===== src/rtl/instr_encoder_loader.sv =====
// Instruction encoder / program loader: validates decoded fields, packs them into
// a 32-bit word and writes it to consecutive instruction memory addresses.
module instr_encoder_loader #(
  parameter int ADDR_W = 10
) (
  input  logic              clk,
  input  logic              rst_n,
  input  logic              start,
  input  logic [ADDR_W-1:0] base_addr,
  input  logic              in_valid,
  output logic              in_ready,
  input  logic [1:0]        in_fmt,
  input  logic [5:0]        in_op,
  input  logic [4:0]        in_rs,
  input  logic [4:0]        in_rt,
  input  logic [4:0]        in_rd,
  input  logic [5:0]        in_funct,
  input  logic [15:0]       in_imm,
  input  logic [25:0]       in_target,
  output logic              mem_req,
  output logic [ADDR_W-1:0] mem_addr,
  output logic [31:0]       mem_wdata,
  input  logic              mem_ack,
  output logic              busy,
  output logic              full,
  output logic [ADDR_W:0]   wr_count,
  output logic              err_illegal
);

  typedef enum logic [1:0] {S_IDLE, S_RUN, S_WRITE, S_FULL} state_t;

  state_t              state_q, state_d;
  logic                in_ready_q, in_ready_d;
  logic                mem_req_q, mem_req_d;
  logic                busy_q, busy_d;
  logic                full_q, full_d;
  logic                err_q, err_d;
  logic [ADDR_W-1:0]   addr_q, addr_d;
  logic [31:0]         wdata_q, wdata_d;
  logic [ADDR_W:0]     cnt_q, cnt_d;

  logic                legal;
  logic [31:0]         word;
  logic                accept;

  always_comb begin
    legal = 1'b0;
    word  = 32'd0;
    case (in_fmt)
      2'd0: begin
        legal = (in_op == 6'b000000);
        word  = {in_op, in_rs, in_rt, in_rd, 5'b00000, in_funct};
      end
      2'd1: begin
        legal = in_op inside {6'b000010, 6'b000011, 6'b000100, 6'b000101,
                              6'b001000, 6'b001001, 6'b010000, 6'b010001,
                              6'b000111, 6'b100011, 6'b100111, 6'b100000};
        word  = {in_op, in_rs, in_rt, in_imm};
      end
      2'd2: begin
        legal = (in_op == 6'b111000) || (in_op == 6'b111001);
        word  = {in_op, in_target};
      end
      default: begin
        legal = 1'b0;
        word  = 32'd0;
      end
    endcase
  end

  // in_ready_q is only set while in RUN; start always wins over a same-cycle accept.
  assign accept = in_valid && in_ready_q && !start;

  always_comb begin
    state_d   = state_q;
    mem_req_d = mem_req_q;
    full_d    = full_q;
    err_d     = err_q;
    addr_d    = addr_q;
    wdata_d   = wdata_q;
    cnt_d     = cnt_q;
    if (start) begin
      state_d   = S_RUN;
      mem_req_d = 1'b0;
      full_d    = 1'b0;
      err_d     = 1'b0;
      addr_d    = base_addr;
      cnt_d     = '0;
    end else begin
      case (state_q)
        S_RUN: begin
          if (accept) begin
            if (legal) begin
              wdata_d   = word;
              mem_req_d = 1'b1;
              state_d   = S_WRITE;
            end else begin
              err_d = 1'b1;
            end
          end
        end
        S_WRITE: begin
          if (mem_ack) begin
            mem_req_d = 1'b0;
            cnt_d     = cnt_q + 1'b1;
            if (&addr_q) begin
              full_d  = 1'b1;
              state_d = S_FULL;
            end else begin
              addr_d  = addr_q + 1'b1;
              state_d = S_RUN;
            end
          end
        end
        default: ;
      endcase
    end
    in_ready_d = (state_d == S_RUN);
    busy_d     = (state_d == S_RUN) || (state_d == S_WRITE);
  end

  always_ff @(posedge clk or negedge rst_n) begin
    if (!rst_n) begin
      state_q    <= S_IDLE;
      in_ready_q <= 1'b0;
      mem_req_q  <= 1'b0;
      busy_q     <= 1'b0;
      full_q     <= 1'b0;
      err_q      <= 1'b0;
      addr_q     <= '0;
      wdata_q    <= '0;
      cnt_q      <= '0;
    end else begin
      state_q    <= state_d;
      in_ready_q <= in_ready_d;
      mem_req_q  <= mem_req_d;
      busy_q     <= busy_d;
      full_q     <= full_d;
      err_q      <= err_d;
      addr_q     <= addr_d;
      wdata_q    <= wdata_d;
      cnt_q      <= cnt_d;
    end
  end

  assign in_ready    = in_ready_q;
  assign mem_req     = mem_req_q;
  assign mem_addr    = addr_q;
  assign mem_wdata   = wdata_q;
  assign busy        = busy_q;
  assign full        = full_q;
  assign wr_count    = cnt_q;
  assign err_illegal = err_q;

endmodule


===== config.mk =====
export PLATFORM = sky130hd
export DESIGN_NAME = instr_encoder_loader
export DESIGN_NICKNAME = d
export VERILOG_FILES = /design/src/rtl/instr_encoder_loader.sv
export SDC_FILE = /design/constraint.sdc
export NUM_CORES = 1
export LEC_CHECK = 0
export CAP_MARGIN = 20
export CELL_PAD_IN_SITES_DETAIL_PLACEMENT = 1
export CELL_PAD_IN_SITES_GLOBAL_PLACEMENT = 2
export CORE_MARGIN = 2
export CORE_UTILIZATION = 22
export DETAILED_ROUTE_END_ITERATION = 7
export MAX_ROUTING_LAYER = met4
export PLACE_DENSITY = 0.8
export SYNTH_ARGS = -nofsm -noshare
export SYNTH_HDL_FRONTEND = slang
export SYNTH_SLANG_ARGS = --single-unit

===== constraint.sdc =====
create_clock -name clk -period 2.25 [get_ports clk]
set_clock_uncertainty 0.15 [all_clocks]
set_input_delay 0.675 -clock clk [delete_from_list [all_inputs] [get_ports clk]]
set_output_delay 0.675 -clock clk [all_outputs]
set_load 0.01 [all_outputs]

==> summary.txt <==
Logic synthesis
  – Seq cells post-synth: 60
  – Compound-Gate Fraction of Synth Area: about an eighth
  – Largest family of logic cells by synthesized area: multiplexers
  – Area share of fa/ha/maj cells after synthesis: ~1.9%
  – Library cells used by synthesis: 44
  – Post-Synth XOR/XNOR Area: under 10%
  – Ys async rst share: 100.0%
  – Mapped Avg Cell Area: 9.983 sq um
  – Mux cell area share after synthesis: between 10% and 20%
  – Seq/Total Area, Yosys: between 40% and 50%
  – Synthesized area: roughly 0.0033 sq mm
  – Syn Inst Count: 334
  – Yosys warnings: 0
  – Simple-gate share of the synthesized area: between 10% and 20%
  – Syn_nets: ~430
  – Synth Flop Type: dfrtp_1
  – Post-synth EDFFs: 0

Worst setup path
  – Worst Setup Start Kind: input pin
  – CP bufs+invs: 3
  – Critical path peak fanout: 5
  – Critical-path cell list: buf_8 -> a211o_1 -> a21oi_2 -> o22ai_2 -> nor4_4 -> buf_4 -> clkbuf_16 -> mux2_4
  – Max stage delay on crit path: around 0.36 ns
  – CP delay by family, top: compound AO/OA/AOI/OAI gates
  – Worst R2R Start: state_q[1]
  – Worst reg2reg path depth: 7
  – Reg2reg end: mem_wdata[2]
  – Crit path launch: in_fmt[0]
  – Critical path class: input pin to flip-flop
  – Slowest cell on crit path: nor4_4
  – R2R Setup Slk: around 0.21 ns
  – Worst Path Arrival: approximately 2.3 ns
  – CP endpoint kind: flip-flop
  – CP Data Required Time: between 2 and 2.5 ns

Floorplan
  – Number of core rows: 44
  – I/O pin count: around 140
  – Die Area: about 0.016 sq mm
  – Core area: between 0.01 and 0.015 sq mm
  – Die width: 127.1 um
  – Initial core utilization: between 20 and 25%
  – Die Ht: ~130 um

Timing
  – Final setup margin: -0.01002 ns
  – Final Max Tran Viols: 0
  – Post-route minimum period: around 2.3 ns
  – Final Hold Viols: 0
  – Max Freq: ~440 MHz
  – Pin slew with the least headroom to its limit: ~0.64 ns
  – Tcrit/Tclk final: 100.4%
  – RSZ-0062 raised after global routing: true
  – Setup violators final: 4
  – Slew margin rel.: a little under three fifths

Placement
  – I/O Buffers: ~140
  – Gpl congestion: between 0.7 and 0.8
  – DP Cell Count: between 600 and 700
  – DP HPWL: 7943 um

Power and ir drop
  – Leakage: 2.516 nW
  – Peak VDD IR: about 0.36 mV
  – PD cells: 744.7 mW/mm^2
  – Total Power: between 4 and 5 mW

Clock network
  – H-Tree Depth: 3
  – TritonCTS buffer count: 9
  – CTS clk-pin slew, worst paths: ~0.05 ns
  – Root Driver: clkbuf_16
  – Clock Path Buffers: 2
  – Worst skew pair latency: about 0.33 ns
  – TritonCTS clock tree: built
  – CTS Sinks: 60
  – CTS Hold Buffers Added: 0

Finish
  – Fillers: around 1700
  – Final Net Count: about 600
  – Area taken by multi-input logic gates: roughly 0.0018 sq mm
  – Share of layout cells above drive strength 1: 20.54%
  – Final non-filler cell total: 700
  – FF/Latch Area: between 0.0015 and 0.002 sq mm
  – ANT cells: 0
  – Layout area overhead: 70.54%

Hold path
  – Hold crit path type: input pin to asynchronous set/reset pin

Flow run
  – MaxCap Viol Count: 0

Drt
  – DR iter-0 viols: 66
  – Residual DRC: 0
  – Routed len/inst: 15.55 um
  – Vias per cell: around 4.5
  – DR pass1 iterations: 4
  – Post-DRT Antenna Nets: 0
  – Vias: between 3000 and 4000
  – Routed WL: 10890 um

Outcome
  – Failing checks: negative setup slack
  – Status: complete, but fails checks

GRT
  – Congestion Overflow GR: 0
  – Most Crowded Layer GR: met2
  – Pin count of the biggest net entering global routing: slightly above 60
  – Initial antenna violation count: 0
  – Met2 Track Usage GR: roughly a quarter
  – Global-route wire length before repair: ~18000 um
  – GR Util met1: between 10% and 20%
  – Met3 Usage GRT: under 10%
  – GRT Overall Usage: 14.45%
  – Vias in the first global route: roughly 3500
-- kinds of logic (layout without fill, tap and decap cells) --
group                      count (synthesis)  in the layout
muxes                                     45             45
adders and majority gates                  5              5
and+or+nand+nor                          102            102
AOI/OAI and AO/OA                         71             71
DFF                                       60             60
buffers and inverters                     39            221
xor gates and xnor gates                  12             12
-- report_power, final --
group / switching, mW / internal [mW] / total, mW
Combinational: 0.581 / 0.887 / 1.47
Clock: 0.464 / 0.834 / 1.30
Sequential: 0.163 / 1.31 / 1.47
Total: 1.21 / 3.03 / 4.23
-- state kept, by name (all words and copies together), names as in the netlist --
register / cells
mem_req: 1
wr_count: 11
mem_addr: 10
err_illegal: 1
mem_wdata: 32
in_ready: 1
full: 1
busy: 1
state_q: 2
-- final cells by class --
class / count / area share, %
well taps: 184 / 4.048
clock inverters: 1 / 0.08801
repair buffers: 182 / 31.97
clock buffers: 15 / 4.884
flip-flops and latches: 60 / 26.40
multi-input cells: 235 / 31.09
inverters: 23 / 1.518
-- per-layer routing --
metal,vias up,share of wire [%]
li1,1512,-
met1,1549,42
met2,99,49
met3,14,6.4
met4,0,1.7
met5,-,0
-- worst max path at each step --
stage,endpoint,depth (start not counted)
after global placement,mem_wdata[21],8
final,mem_wdata[2],8
after CTS,mem_wdata[11],10
after floorplan,busy,9
after global routing,mem_wdata[2],8
after detailed placement,mem_wdata[16],9
-- Yosys cell counts (2+ instances only) --
library cell	n	area [sq um]
mux2_1	2	22.52
clkbuf_1	12	45.04
dfrtp_1	60	1501
nand2b_1	3	18.77
xor2_1	10	87.58
and4_1	2	17.52
inv_1	23	86.33
a31oi_1	2	12.51
mux2_2	4	45.04
a21oi_1	11	55.05
a22o_1	5	43.79
o21a_1	2	15.01
ha_1	5	62.56
and2_1	3	18.77
o22ai_1	3	18.77
mux2_4	20	300.3
xnor2_1	2	17.52
nand2_1	53	198.9
mux2i_1	19	190.2
and3_1	6	37.54
o31ai_1	4	30.03
o21ai_0	33	165.2
nor2_1	12	45.04
or3_1	3	18.77
nor2b_1	5	31.28
nand3_1	7	35.03
nand4_1	3	18.77
buf_6	4	45.04
-- repair_timing --
item                                    4_1_cts  5_1_grt
pin swaps                                     8        3
gates resized for setup                      49       23
setup buffers                                12        1
endpoints found under the setup margin       38       36
gates cloned                                  2        1
-- per-stage QoR --
stage               hold slack (ns)  instance area, sq um  setup slack, ns  setup TNS (ns)  util (%)
detailed placement           0.3351                  5167          -0.8391          -31.90     35.29
CTS                          0.2102                  5707          -0.1448          -3.166     38.97
global placement             0.3351                  5167          -0.7535          -28.36     35.29
finish                       0.2004                  5687         -0.01002        -0.02500     38.83
floorplan                    0.2294                  3364          -0.3277          -8.508         -
global route                 0.2276                  5687          -0.1145          -2.963     38.83
-- cell usage in the layout (no fill, tap or decap), types with 3 or more instances in the layout --
cell type | netlist | routed
inv_1 | 23 | 23
clkdlybuf4s50_1 | 0 | 133
nand4_1 | 3 | 3
clkbuf_1 | 12 | 3
dfrtp_1 | 60 | 60
xor2_1 | 10 | 10
a21oi_1 | 11 | 8
nand3_1 | 7 | 6
and2_1 | 3 | 3
clkbuf_16 | 0 | 10
mux2_4 | 20 | 26
buf_4 | 0 | 29
o21ai_0 | 33 | 31
or3_1 | 3 | 3
mux2i_1 | 19 | 19
buf_8 | 0 | 4
nand2_1 | 53 | 53
nor2b_1 | 5 | 4
a22o_1 | 5 | 5
a21oi_2 | 0 | 3
clkbuf_8 | 0 | 3
buf_12 | 0 | 4
buf_6 | 4 | 3
buf_2 | 0 | 4
nor2_1 | 12 | 11
ha_1 | 5 | 5
o31ai_1 | 4 | 3
and3_1 | 6 | 6
(Power assumes the default switching activity.)
